## config.mk

```make
export PLATFORM = sky130hd
export DESIGN_NAME = shift_reg_univ_flat
export DESIGN_NICKNAME = d
export VERILOG_FILES = /design/src/rtl/shift_reg_pkg.sv /design/src/rtl/shift_reg_univ_if.sv /design/src/rtl/shift_burst_ctrl.sv /design/src/rtl/shift_reg_univ.sv /design/src/flat_wrapper.sv
export SDC_FILE = /design/constraint.sdc
export NUM_CORES = 1
export LEC_CHECK = 0
export CORE_MARGIN = 4
export CORE_UTILIZATION = 53
export DETAILED_ROUTE_END_ITERATION = 10
export PLACE_DENSITY = 0.84
export SLEW_MARGIN = 10
export SYNTH_ARGS = -nofsm -noshare
export SYNTH_HDL_FRONTEND = slang
export SYNTH_SLANG_ARGS = --single-unit
```

## constraint.sdc

```tcl
create_clock -name clk -period 2.6 [get_ports clk]
set_input_delay 0.52 -clock clk [delete_from_list [all_inputs] [get_ports clk]]
set_output_delay 0.52 -clock clk [all_outputs]
set_load 0.03 [all_outputs]
```

## src/rtl/shift_reg_pkg.sv

```systemverilog
// shift_reg_pkg: mode and burst-state encodings shared by the register blocks and benches
package shift_reg_pkg;
  typedef enum logic [2:0] {
    MODE_HOLD = 3'b000,
    MODE_LOAD = 3'b001,
    MODE_SHL  = 3'b010,
    MODE_SHR  = 3'b011,
    MODE_ROL  = 3'b100,
    MODE_ROR  = 3'b101
  } mode_e;
  typedef enum logic {
    ST_IDLE  = 1'b0,
    ST_SHIFT = 1'b1
  } state_e;
endpackage

```

## src/rtl/shift_reg_univ_if.sv

```systemverilog
// shift_reg_univ_if: parallel/serial data and burst handshake of the universal register
interface shift_reg_univ_if #(parameter int WIDTH = 16);
  logic [WIDTH-1:0] data;
  logic             en;
  logic [2:0]       mode;
  logic             ser_in;
  logic             start;
  logic [WIDTH-1:0] out;
  logic             ser_out;
  logic             busy;
  logic             done;
  modport master (output data, en, mode, ser_in, start, input out, ser_out, busy, done);
  modport slave  (input data, en, mode, ser_in, start, output out, ser_out, busy, done);
endinterface

```

## src/rtl/shift_burst_ctrl.sv

```systemverilog
// shift_burst_ctrl: IDLE/SHIFT burst sequencer producing load/shift strobes, busy and done
module shift_burst_ctrl
  import shift_reg_pkg::*;
#(
  parameter int WIDTH = 16
) (
  input  logic clk,
  input  logic rst_n,
  input  logic start,
  output logic load,
  output logic shift_en,
  output logic busy,
  output logic done
);
  localparam int CW = $clog2(WIDTH);
  localparam logic [CW-1:0] LAST = CW'(WIDTH - 1);
  state_e state;
  logic [CW-1:0] cnt;
  always_ff @(posedge clk or negedge rst_n)
    if (!rst_n) begin
      state <= ST_IDLE;
      cnt   <= '0;
      done  <= 1'b0;
    end else begin
      done <= 1'b0;
      if (state == ST_IDLE) begin
        if (start) begin
          cnt   <= '0;
          state <= ST_SHIFT;
        end
      end else begin
        cnt <= cnt + 1'b1;
        if (cnt == LAST) begin
          state <= ST_IDLE;
          done  <= 1'b1;
        end
      end
    end
  assign busy     = state == ST_SHIFT;
  assign shift_en = busy;
  assign load     = !busy && start;
endmodule

```

## src/rtl/shift_reg_univ.sv

```systemverilog
// shift_reg_univ: universal hold/load/shift/rotate register with self-timed full-duplex burst
module shift_reg_univ
  import shift_reg_pkg::*;
#(
  parameter int             WIDTH     = 16,
  parameter logic [WIDTH-1:0] RESET_VAL = '0,
  parameter bit             MSB_FIRST = 1'b1
) (
  input logic clk,
  input logic rst_n,
  shift_reg_univ_if.slave bus
);
  logic [WIDTH-1:0] store, nxt, shl_v, shr_v, rol_v, ror_v, mode_v;
  logic load, shift_en;
  shift_burst_ctrl #(.WIDTH(WIDTH)) u_ctrl (
    .clk, .rst_n, .start(bus.start), .load, .shift_en, .busy(bus.busy), .done(bus.done)
  );
  assign shl_v = {store[WIDTH-2:0], bus.ser_in};
  assign shr_v = {bus.ser_in, store[WIDTH-1:1]};
  assign rol_v = {store[WIDTH-2:0], store[WIDTH-1]};
  assign ror_v = {store[0], store[WIDTH-1:1]};
  assign mode_v = bus.mode == MODE_LOAD ? bus.data :
                  bus.mode == MODE_SHL  ? shl_v :
                  bus.mode == MODE_SHR  ? shr_v :
                  bus.mode == MODE_ROL  ? rol_v :
                  bus.mode == MODE_ROR  ? ror_v : store;
  // burst start wins over en; during a burst only the serial shift applies
  assign nxt = load ? bus.data : shift_en ? (MSB_FIRST ? shl_v : shr_v) : bus.en ? mode_v : store;
  always_ff @(posedge clk or negedge rst_n)
    if (!rst_n) store <= RESET_VAL;
    else store <= nxt;
  assign bus.out     = store;
  assign bus.ser_out = MSB_FIRST ? store[WIDTH-1] : store[0];
endmodule

```

## src/flat_wrapper.sv

```systemverilog
// flat-port wrapper written by rule: the top's interface ports become plain ports
module shift_reg_univ_flat import shift_reg_pkg::*;
#(
  parameter int             WIDTH     = 16,
  parameter logic [WIDTH-1:0] RESET_VAL = '0,
  parameter bit             MSB_FIRST = 1'b1
)
  (clk, rst_n, bus_data, bus_en, bus_mode, bus_ser_in, bus_start, bus_out, bus_ser_out, bus_busy, bus_done);
  shift_reg_univ_if #(.WIDTH(WIDTH)) bus_i ();
  input logic clk;
  input logic rst_n;
  input wire logic [$bits(bus_i.data)-1:0] bus_data;
  input wire logic [$bits(bus_i.en)-1:0] bus_en;
  input wire logic [$bits(bus_i.mode)-1:0] bus_mode;
  input wire logic [$bits(bus_i.ser_in)-1:0] bus_ser_in;
  input wire logic [$bits(bus_i.start)-1:0] bus_start;
  output wire logic [$bits(bus_i.out)-1:0] bus_out;
  output wire logic [$bits(bus_i.ser_out)-1:0] bus_ser_out;
  output wire logic [$bits(bus_i.busy)-1:0] bus_busy;
  output wire logic [$bits(bus_i.done)-1:0] bus_done;
  assign bus_i.data = bus_data;
  assign bus_i.en = bus_en;
  assign bus_i.mode = bus_mode;
  assign bus_i.ser_in = bus_ser_in;
  assign bus_i.start = bus_start;
  assign bus_out = bus_i.out;
  assign bus_ser_out = bus_i.ser_out;
  assign bus_busy = bus_i.busy;
  assign bus_done = bus_i.done;
  shift_reg_univ #(.WIDTH(WIDTH), .RESET_VAL(RESET_VAL), .MSB_FIRST(MSB_FIRST)) u_core (.clk(clk), .rst_n(rst_n), .bus(bus_i));
endmodule
```

---- Yosys cells after proc, flatten, opt, wreduce, memory -nomap -nowiden ----
Cells that the tools add are included.
word-level totals
  bits of input ports ..................... 24
  output and inout port bits .............. 19
  logic and storage cells ................. 32
  bits in registers ....................... 22
operators by class
  mux-type cells .......................... 15
  reductions and logical operators ........ 6
  equal/unequal tests ..................... 6
  add/subtract/negate cells ............... 1
operators by type and width
  operator                                             number
  two-way mux 16 bit                                   8
  two-way mux 4 bit                                    2
  nonzero test 7 bit                                   1
  equality test 3 x 2 -> 1 bit, second input constant  2
  equality test 3 bit, second input constant           2
  two-way mux 1 bit                                    5
  adder 4 x 1 -> 4 bit, second input constant          1
  equality test 4 bit, second input constant           1
  equality test 3 x 1 -> 1 bit, second input constant  1
  nonzero test 3 bit                                   1
  AND reduction 2 bit                                  1
  nonzero test 2 bit                                   1
  logical AND 1 bit                                    1
  logical NOT 1 bit                                    1

---- Depth between registers and ports, before layout ----
Gate-level depths: netlist (run 1).
  depth in word-level cells ............... 9
  depth in mapped cells ................... 6
  depth with buffers taken out ............ 4

---- Cells and area by module ----
From an unflattened synthesis (run 1), not the netlist that was laid out.
unflattened totals
  cell total of the unflattened synthesis .. 143
  area, all modules ....................... 1531.5 µm²
by module, submodules not included
  module            instances  area each (µm²)  sequential area each (µm²)  cells an instance
  shift_reg_univ    1          1247.4           400.4                       120
  shift_burst_ctrl  1          284.0            150.1                       23

---- Worst setup path after synthesis (run 1) ----
OpenSTA, ideal clock, no wires.
  kind .................................... input-to-reg
  from .................................... in bus_mode[1]
  to ...................................... reg u_core.store[10], in the netlist u_core.bus.out[10]
  data required time ...................... 2468 ps
  setup slack ............................. 945 ps
  buffers on the path ..................... 3
  arrival ................................. 1523 ps
  stages on the path ...................... 6
  library setup time ...................... 132 ps
  cells stage by stage .................... buf_6 or3b_1 buf_6 buf_8 o221ai_2 o211ai_2
between the ends
  word-level cells in the longest chain between the ends .. 8
  elaborated cells between the ends (all ways) .. 14
  classes of those cells .................. eq/ne: 5; mux: 7; reduce/logical: 2
RTL lines
  what                             RTL line              RTL
  start: declaration               flat_wrapper.sv:14    input wire logic [$bits(bus_i.mode)-1:0] bus_mode;
  equality test 3 bit              shift_reg_univ.sv:25  bus.mode == MODE_ROL ? rol_v :
  two-way mux 16 bit               shift_reg_univ.sv:25
  two-way mux 16 bit               shift_reg_univ.sv:24  bus.mode == MODE_SHR ? shr_v :
  two-way mux 16 bit               shift_reg_univ.sv:23  bus.mode == MODE_SHL ? shl_v :
  two-way mux 16 bit               shift_reg_univ.sv:22  assign mode_v = bus.mode == MODE_LOAD ? bus.data :
  two-way mux 16 bit (3 in a row)  shift_reg_univ.sv:28  assign nxt = load ? bus.data : shift_en ? (MSB_FIRST ? shl_v : shr_v) : bus.en ? mode_v : store;
  end signal: assignment           shift_reg_univ.sv:31  else store <= nxt;
  end: declaration                 shift_reg_univ.sv:13  logic [WIDTH-1:0] store, nxt, shl_v, shr_v, rol_v, ror_v, mode_v;
Several ways; a longest one is shown, not always the timed one. The select of a mux whose other input is x is not followed.
A chain may end at the register's enable or synchronous reset.

---- Final worst setup path (run 1) ----
  from .................................... reg u_core.store[14], in the netlist u_core.bus.out[14]
  to ...................................... out bus_out[14]
RTL lines
  what              RTL line            RTL
  end: declaration  flat_wrapper.sv:17  output wire logic [$bits(bus_i.out)-1:0] bus_out;
No word-level cell between the ends.

==> results.json, run 1 <==
{
  "cp_top_family": "buffers and inverters",
  "post_drt_via_cell_ratio": 6.44,
  "grt_max_degree": 26,
  "min-delay-path-class": "input port to asynchronous set/reset pin",
  "routed-via-count": 1617,
  "crit_end": "bus_out[14]",
  "floorplan.die.width_um": 63.8,
  "leakage_uw": 0.000806,
  "grt_overflow_total": 0,
  "cp_slowest_stage_delay_ps": 710,
  "area.growth.synth_to_final_pct": 28.8,
  "path_class": "flop to primary output",
  "drc": 0,
  "firstDrtPassIters": 4,
  "number_of_cells_after_detailed_placement": 247,
  "cts_resized": 0,
  "die-area_mm2": 0.00407,
  "netlist_area_mm2": 0.00165,
  "top_ports": 43,
  "setup_total_negative_slack_ps": 0,
  "antenna-diode-count": 0,
  "grt_first_pass_wirelength_um": 7720,
  "cts_setup_buffers": 0,
  "max-clock-path-buffers": 2,
  "r2r-end": "u_core.bus.out[15]",
  "tritoncts": "built",
  "synth.yosys.warnings": 0,
  "critical_path_required_ps": 2080,
  "antenna_found_initial": 0,
  "tritoncts.num_buffers": 3,
  "maxSlewHeadroom_pct": 60.1,
  "crit_buf_inv": 1,
  "clk-insertion-delay-late_ps": 330,
  "tritoncts_num_sinks": 22,
  "finalCritPeriodShare_pct": 78.1,
  "power.density_cell_area_mw_per_mm2": 1090,
  "start_kind": "flop",
  "r2r_setup_slack_ps": 920,
  "post_layout_nonfiller_instances": 251,
  "postSynthCellCount": 169,
  "grt_pass1_vias": 1598,
  "worstRegToRegCells": 5,
  "irDropWorstVdd_uv": 620,
  "max_freq_mhz": 492,
  "routed_wl_um": 4520,
  "sequential_fraction_of_the_synthesis_area_pct": 33.3,
  "series_of_cell_instances_along_the_critical_path": "clkdlybuf4s50_1",
  "synth_top_cell_by_area": "sky130_fd_sc_hd__dfrtp_1",
  "synth_largest_type_area_fraction_pct": 33.3,
  "fin_worst_skew_ps": 2.67,
  "core.rowCount": 19,
  "slowest_stage": "sky130_fd_sc_hd__clkdlybuf4s50_1",
  "globalRouteTotalUtil_pct": 23.3,
  "post_route_cells_drive_above_1_share_pct": 18.2,
  "postRouteAntennaNets": 0,
  "floorplan.core_area_mm2": 0.00288,
  "worst_setup_path_end_kind": "primary output",
  "final-setup-viol-count": 0,
  "grt_setup_unrepaired": "false",
  "final-hold-violation-count": 0,
  "clockRootBuffer": "sky130_fd_sc_hd__clkbuf_4",
  "yosys_register_bits": 22,
  "worst-endpoint-arrival_ps": 1510,
  "layout_commonest_cell": "sky130_fd_sc_hd__clkdlybuf4s50_1",
  "dp.final_hpwl_um": 3260,
  "yosysUniqueCellTypes": 38,
  "gp_congestion": 0.913,
  "critPathLaunch": "u_core.bus.out[14]",
  "worstSetupPathDepth": 1,
  "port_buffers": 42,
  "dominant_synthesized_flop_cell": "sky130_fd_sc_hd__dfrtp_1",
  "timing.rr.start": "u_core.u_ctrl.busy",
  "synth_nets": 194,
  "final-max-slew-violation-count": 0,
  "status": "finished, final reports clean",
  "minimum_clock_period_after_layout_ps": 2030,
  "crit_fanout": 6,
  "cts-htree-levels": 1,
  "most-common-layout-cells": "sky130_fd_sc_hd__clkdlybuf4s50_1, sky130_fd_sc_hd__a22oi_1, sky130_fd_sc_hd__dfrtp_1",
  "die_height_um": 63.8,
  "worst_pin_slew_ps": 598,
  "mean_routed_wirelength_per_cell_um": 18.0,
  "final_net_count": 235,
  "maxCapViolations": 0,
  "syn-mean-instance-area_um2": 9.77,
  "starting_utilization_of_the_core_area_pct": 57.4,
  "fraction_of_synthesis_flops_using_an_asynchronous_set_or_reset_pin_pct": 100,
  "synth_top_area_cells": "sky130_fd_sc_hd__dfrtp_1, sky130_fd_sc_hd__a22oi_1, sky130_fd_sc_hd__o221ai_2, sky130_fd_sc_hd__o211ai_2, sky130_fd_sc_hd__o221ai_1",
  "cts.reportedPaths.clkPinSlew_ps": 130,
  "first_iter_violations": 119,
  "hold_buffers": 0,
  "synth_enable_flop_cells": 0
}
## sequential cells by signal (all words and copies together), names as in the netlist
| signal | flops |
|---|---|
| u_core.bus.out | 16 |
| u_core.u_ctrl.done | 1 |
| u_core.u_ctrl.cnt | 4 |
| u_core.u_ctrl.busy | 1 |
## cell families (layout without fill, tap and decap cells)
family                     after synthesis  count (layout)  synth area share (%)
buffers and inverters                   24              64                  8.64
adders and majority gates                1               1                 0.757
DFF                                     22              22                  33.3
and+or+nand+nor                         40              40                  11.8
xor gates and xnor gates                 4               4                  2.12
AOI/OAI and AO/OA                       77              77                  42.7
muxes                                    1               1                 0.682
## power by group
part / total [µW] / internal, µW / switching (µW)
Sequential: 722 / 509 / 213
Clock: 202 / 85.9 / 116
Combinational: 1390 / 649 / 740
Total: 2310 / 1240 / 1070
## through the flow
stage | power [µW] | utilization (%) | setup slack, ps | hold slack (ps) | area (µm²)
finish | 2310 | 73.9 | 569 | 527 | 2130
global placement | 2080 | 72.7 | 290 | 513 | 2090
global route | 2470 | 73.9 | 461 | 546 | 2130
CTS | 2320 | 73.9 | 560 | 535 | 2130
detailed placement | 2110 | 72.7 | 248 | 535 | 2090
floorplan | 1620 | - | 945 | 224 | 1650
## synth_stat cells, types with 2 or more instances
master                      n
sky130_fd_sc_hd__xnor2_1    2
sky130_fd_sc_hd__a32oi_1    4
sky130_fd_sc_hd__a21oi_1    4
sky130_fd_sc_hd__o221ai_2   9
sky130_fd_sc_hd__inv_1      6
sky130_fd_sc_hd__nand3_1   11
sky130_fd_sc_hd__clkbuf_1   8
sky130_fd_sc_hd__o211ai_1   2
sky130_fd_sc_hd__o21ai_0    4
sky130_fd_sc_hd__a22o_1     3
sky130_fd_sc_hd__a22oi_1   24
sky130_fd_sc_hd__o221ai_1  10
sky130_fd_sc_hd__xor2_1     2
sky130_fd_sc_hd__nor2_1    16
sky130_fd_sc_hd__nand2_1    5
sky130_fd_sc_hd__o211ai_2  10
sky130_fd_sc_hd__buf_6      3
sky130_fd_sc_hd__buf_4      5
sky130_fd_sc_hd__dfrtp_1   22
## worst min-delay path by stage
stage | to | slack (ps) | cells past startpoint | startpoint
after floorplan | u_core.bus.out[0] | 220 | 0 | rst_n
after global placement | u_core.u_ctrl.cnt[1] | 510 | 1 | u_core.u_ctrl.cnt[1]
after detailed placement | u_core.u_ctrl.cnt[1] | 540 | 1 | u_core.u_ctrl.cnt[1]
after CTS | u_core.bus.out[1] | 530 | 2 | rst_n
after global routing | u_core.bus.out[3] | 550 | 2 | rst_n
final | u_core.bus.out[1] | 530 | 2 | rst_n
## layer usage
metal,global-route usage [%],vias up,share of wire [%]
li1,-,762,-
met1,30.6,793,43
met2,38.5,55,50
met3,4.20,7,5.8
met4,7.82,0,1.4
met5,0,-,0
## area by class of cell
| type | count | area (µm²) |
|---|---|---|
| clock buffer | 4 | 36.3 |
| fill | 221 | 749 |
| inverter | 7 | 26.3 |
| multi-input combinational | 123 | 958 |
| sequential | 22 | 551 |
| tap | 42 | 52.6 |
| timing repair buffer | 53 | 503 |
No activity file was read; power rests on OpenSTA's default activity.
==> run 2: changes to the inputs <==
--- a/config.mk
+++ b/config.mk
@@ -6,9 +6,9 @@
 export NUM_CORES = 1
 export LEC_CHECK = 0
 export CORE_MARGIN = 4
-export CORE_UTILIZATION = 53
+export CORE_UTILIZATION = 49
 export DETAILED_ROUTE_END_ITERATION = 10
-export PLACE_DENSITY = 0.84
+export PLACE_DENSITY = 0.78
 export SLEW_MARGIN = 10
 export SYNTH_ARGS = -nofsm -noshare
 export SYNTH_HDL_FRONTEND = slang
==> constraint.sdc (replaced) <==
create_clock -name clk -period 2.1 [get_ports clk]
set_input_delay 0.42 -clock clk [delete_from_list [all_inputs] [get_ports clk]]
set_output_delay 0.42 -clock clk [all_outputs]
set_load 0.03 [all_outputs]
==> run 2 against run 1 <==
Compared with the run above:
- via count grew 4.9%
- wire length grew 5.7%
- first-iteration DRC count increased by 5.9%
- combinational power up 24%
- critical endpoint is now u_core.bus.out[7]
- non-clock buffer count up 9
==> results.json, run 2 (synthesis gave the netlist of run 1 again) <==
{
  "minimum_clock_period_after_layout_ps": 1960,
  "leakage_uw": 0.000854,
  "combPwrFrac_pct": 58.1,
  "postRouteAntennaNets": 0,
  "grt_setup_unrepaired": "false",
  "max_freq_mhz": 510,
  "maxCapViolations": 0,
  "min-delay-path-class": "input port to asynchronous set/reset pin",
  "status": "finished, final reports clean",
  "antenna-diode-count": 0,
  "top_ports": 43,
  "die-area_mm2": 0.00436,
  "finalCritPeriodShare_pct": 93.4,
  "routed-via-count": 1697,
  "grt_max_degree": 25,
  "placement.cell_area_mm2": 0.00216,
  "final_net_count": 244,
  "number_of_cells_after_detailed_placement": 258,
  "drc": 0,
  "power.density_cell_area_mw_per_mm2": 1340,
  "critical_path_required_ps": 2340,
  "tritoncts": "built",
  "maxSlewHeadroom_pct": 20.0,
  "cts.reportedPaths.clkPinSlew_ps": 150,
  "die_height_um": 66.1,
  "antenna_found_initial": 0,
  "dp.final_hpwl_um": 3430,
  "floorplan.core_area_mm2": 0.00313,
  "worst_setup_path_end_kind": "flop",
  "power_uw": 2970,
  "grt_overflow_total": 0,
  "post_layout_nonfiller_instances": 262,
  "firstDrtPassIters": 5,
  "final_area_mm2": 0.00221,
  "post-route-worst-setup-slack_ps": 139,
  "routed_wl_um": 4770,
  "layout.filler_cells": 252,
  "mean_routed_wirelength_per_cell_um": 18.2,
  "p_seq_share_pct": 30.5,
  "cts_setup_buffers": 0,
  "layout_commonest_cell": "sky130_fd_sc_hd__clkdlybuf4s50_1",
  "crit_fanout": 15,
  "area.growth.synth_to_final_pct": 34.0,
  "tritoncts.num_buffers": 3,
  "worst_pin_slew_ps": 1200,
  "cts-htree-levels": 1,
  "clockRootBuffer": "sky130_fd_sc_hd__clkbuf_4",
  "final-max-slew-violation-count": 0,
  "worst-endpoint-arrival_ps": 2200,
  "preCtsSetupSlack_ps": -148,
  "first_iter_violations": 126,
  "p_int_uw": 1640,
  "largest_register_ff_count": 16,
  "gp_congestion": 0.865,
  "most-common-layout-cells": "sky130_fd_sc_hd__clkdlybuf4s50_1, sky130_fd_sc_hd__a22oi_1, sky130_fd_sc_hd__dfrtp_1",
  "p_sw_uw": 1340,
  "core.rowCount": 20,
  "grt_first_pass_wirelength_um": 8040,
  "port_buffers": 42,
  "post_drt_via_cell_ratio": 6.48,
  "hold_buffers": 0,
  "clk-insertion-delay-late_ps": 320,
  "post_route_cells_drive_above_1_share_pct": 21.6,
  "start_kind": "input port",
  "switching_part_of_the_total_power_pct": 45.0,
  "clkPwrFrac_pct": 11.4,
  "cts_resized": 0,
  "final-hold-violation-count": 0,
  "grt_pass1_vias": 1672,
  "tritoncts_num_sinks": 22,
  "fin_worst_skew_ps": 17.5,
  "starting_utilization_of_the_core_area_pct": 52.8,
  "floorplan.die.width_um": 66.1,
  "final-setup-viol-count": 0,
  "max-clock-path-buffers": 2,
  "path_class": "input port to flop",
  "globalRouteTotalUtil_pct": 23.6,
  "irDropWorstVdd_uv": 732
}
## run 2: changes by cell type in the layout (fill, tap and decap cells not counted), sizes merged
| cell | previous run | this run |
|---|---|---|
| buf | 11 | 20 |
| bufinv | 0 | 1 |
| clkbuf | 4 | 3 |
## run 2: routing by layer
| metal | global-route usage [%] | up-vias | share of wire (%) |
|---|---|---|---|
| li1 | - | 781 | - |
| met1 | 32.5 | 828 | 45 |
| met2 | 37.7 | 84 | 47 |
| met3 | 4.42 | 4 | 7.8 |
| met4 | 6.60 | 0 | 0.48 |
| met5 | 0 | - | 0 |
## run 2: through the flow
stage | util [%] | hold WS (ps) | TNS (ps)
2_1_floorplan | - | 124 | 0
3_3_place_gp | 69.1 | 507 | -577
3_5_place_dp | 69.1 | 513 | -1640
4_1_cts | 70.8 | 428 | 0
5_1_grt | 70.8 | 428 | 0
6_report | 70.8 | 426 | 0
## run 2: final cells by class
type	instances	area, µm²	share of cell area, %
clock buffer	3	22.5	1.02
clock inverter	1	30.0	1.36
inverter	7	26.3	1.19
multi-input combinational	123	958	43.3
sequential	22	551	24.9
tap	44	55.1	2.49
timing repair buffer	62	571	25.8
## run 2: worst max-delay path: stages
cell and delay [ps]:
sky130_fd_sc_hd__clkdlybuf4s50_1 480, sky130_fd_sc_hd__nor2b_1 940, sky130_fd_sc_hd__a22oi_1 230, sky130_fd_sc_hd__o211ai_2 130
## run 2: power groups by stage
stage	clock (µW)	combinational, µW	sequential, µW
2_1_floorplan	0	844	1160
5_1_grt	367	1860	942
3_3_place_gp	0	1680	889
6_report	338	1730	907
4_1_cts	342	1730	898
3_5_place_dp	0	1720	902
## run 2: path summary, 6_finish.rpt
check                                      from                   end  slack [ps]  depth (start not counted)
setup / recovery                      bus_start     u_core.bus.out[7]         140                          4
min in group clk           u_core.u_ctrl.cnt[1]  u_core.u_ctrl.cnt[1]         560                          1
max in group asynchronous                 rst_n     u_core.bus.out[9]        1420                          2
setup reg to reg             u_core.u_ctrl.busy     u_core.bus.out[7]         300                          3
hold reg to reg            u_core.u_ctrl.cnt[1]  u_core.u_ctrl.cnt[1]         560                          1
hold / removal                            rst_n  u_core.u_ctrl.cnt[0]         430                          2
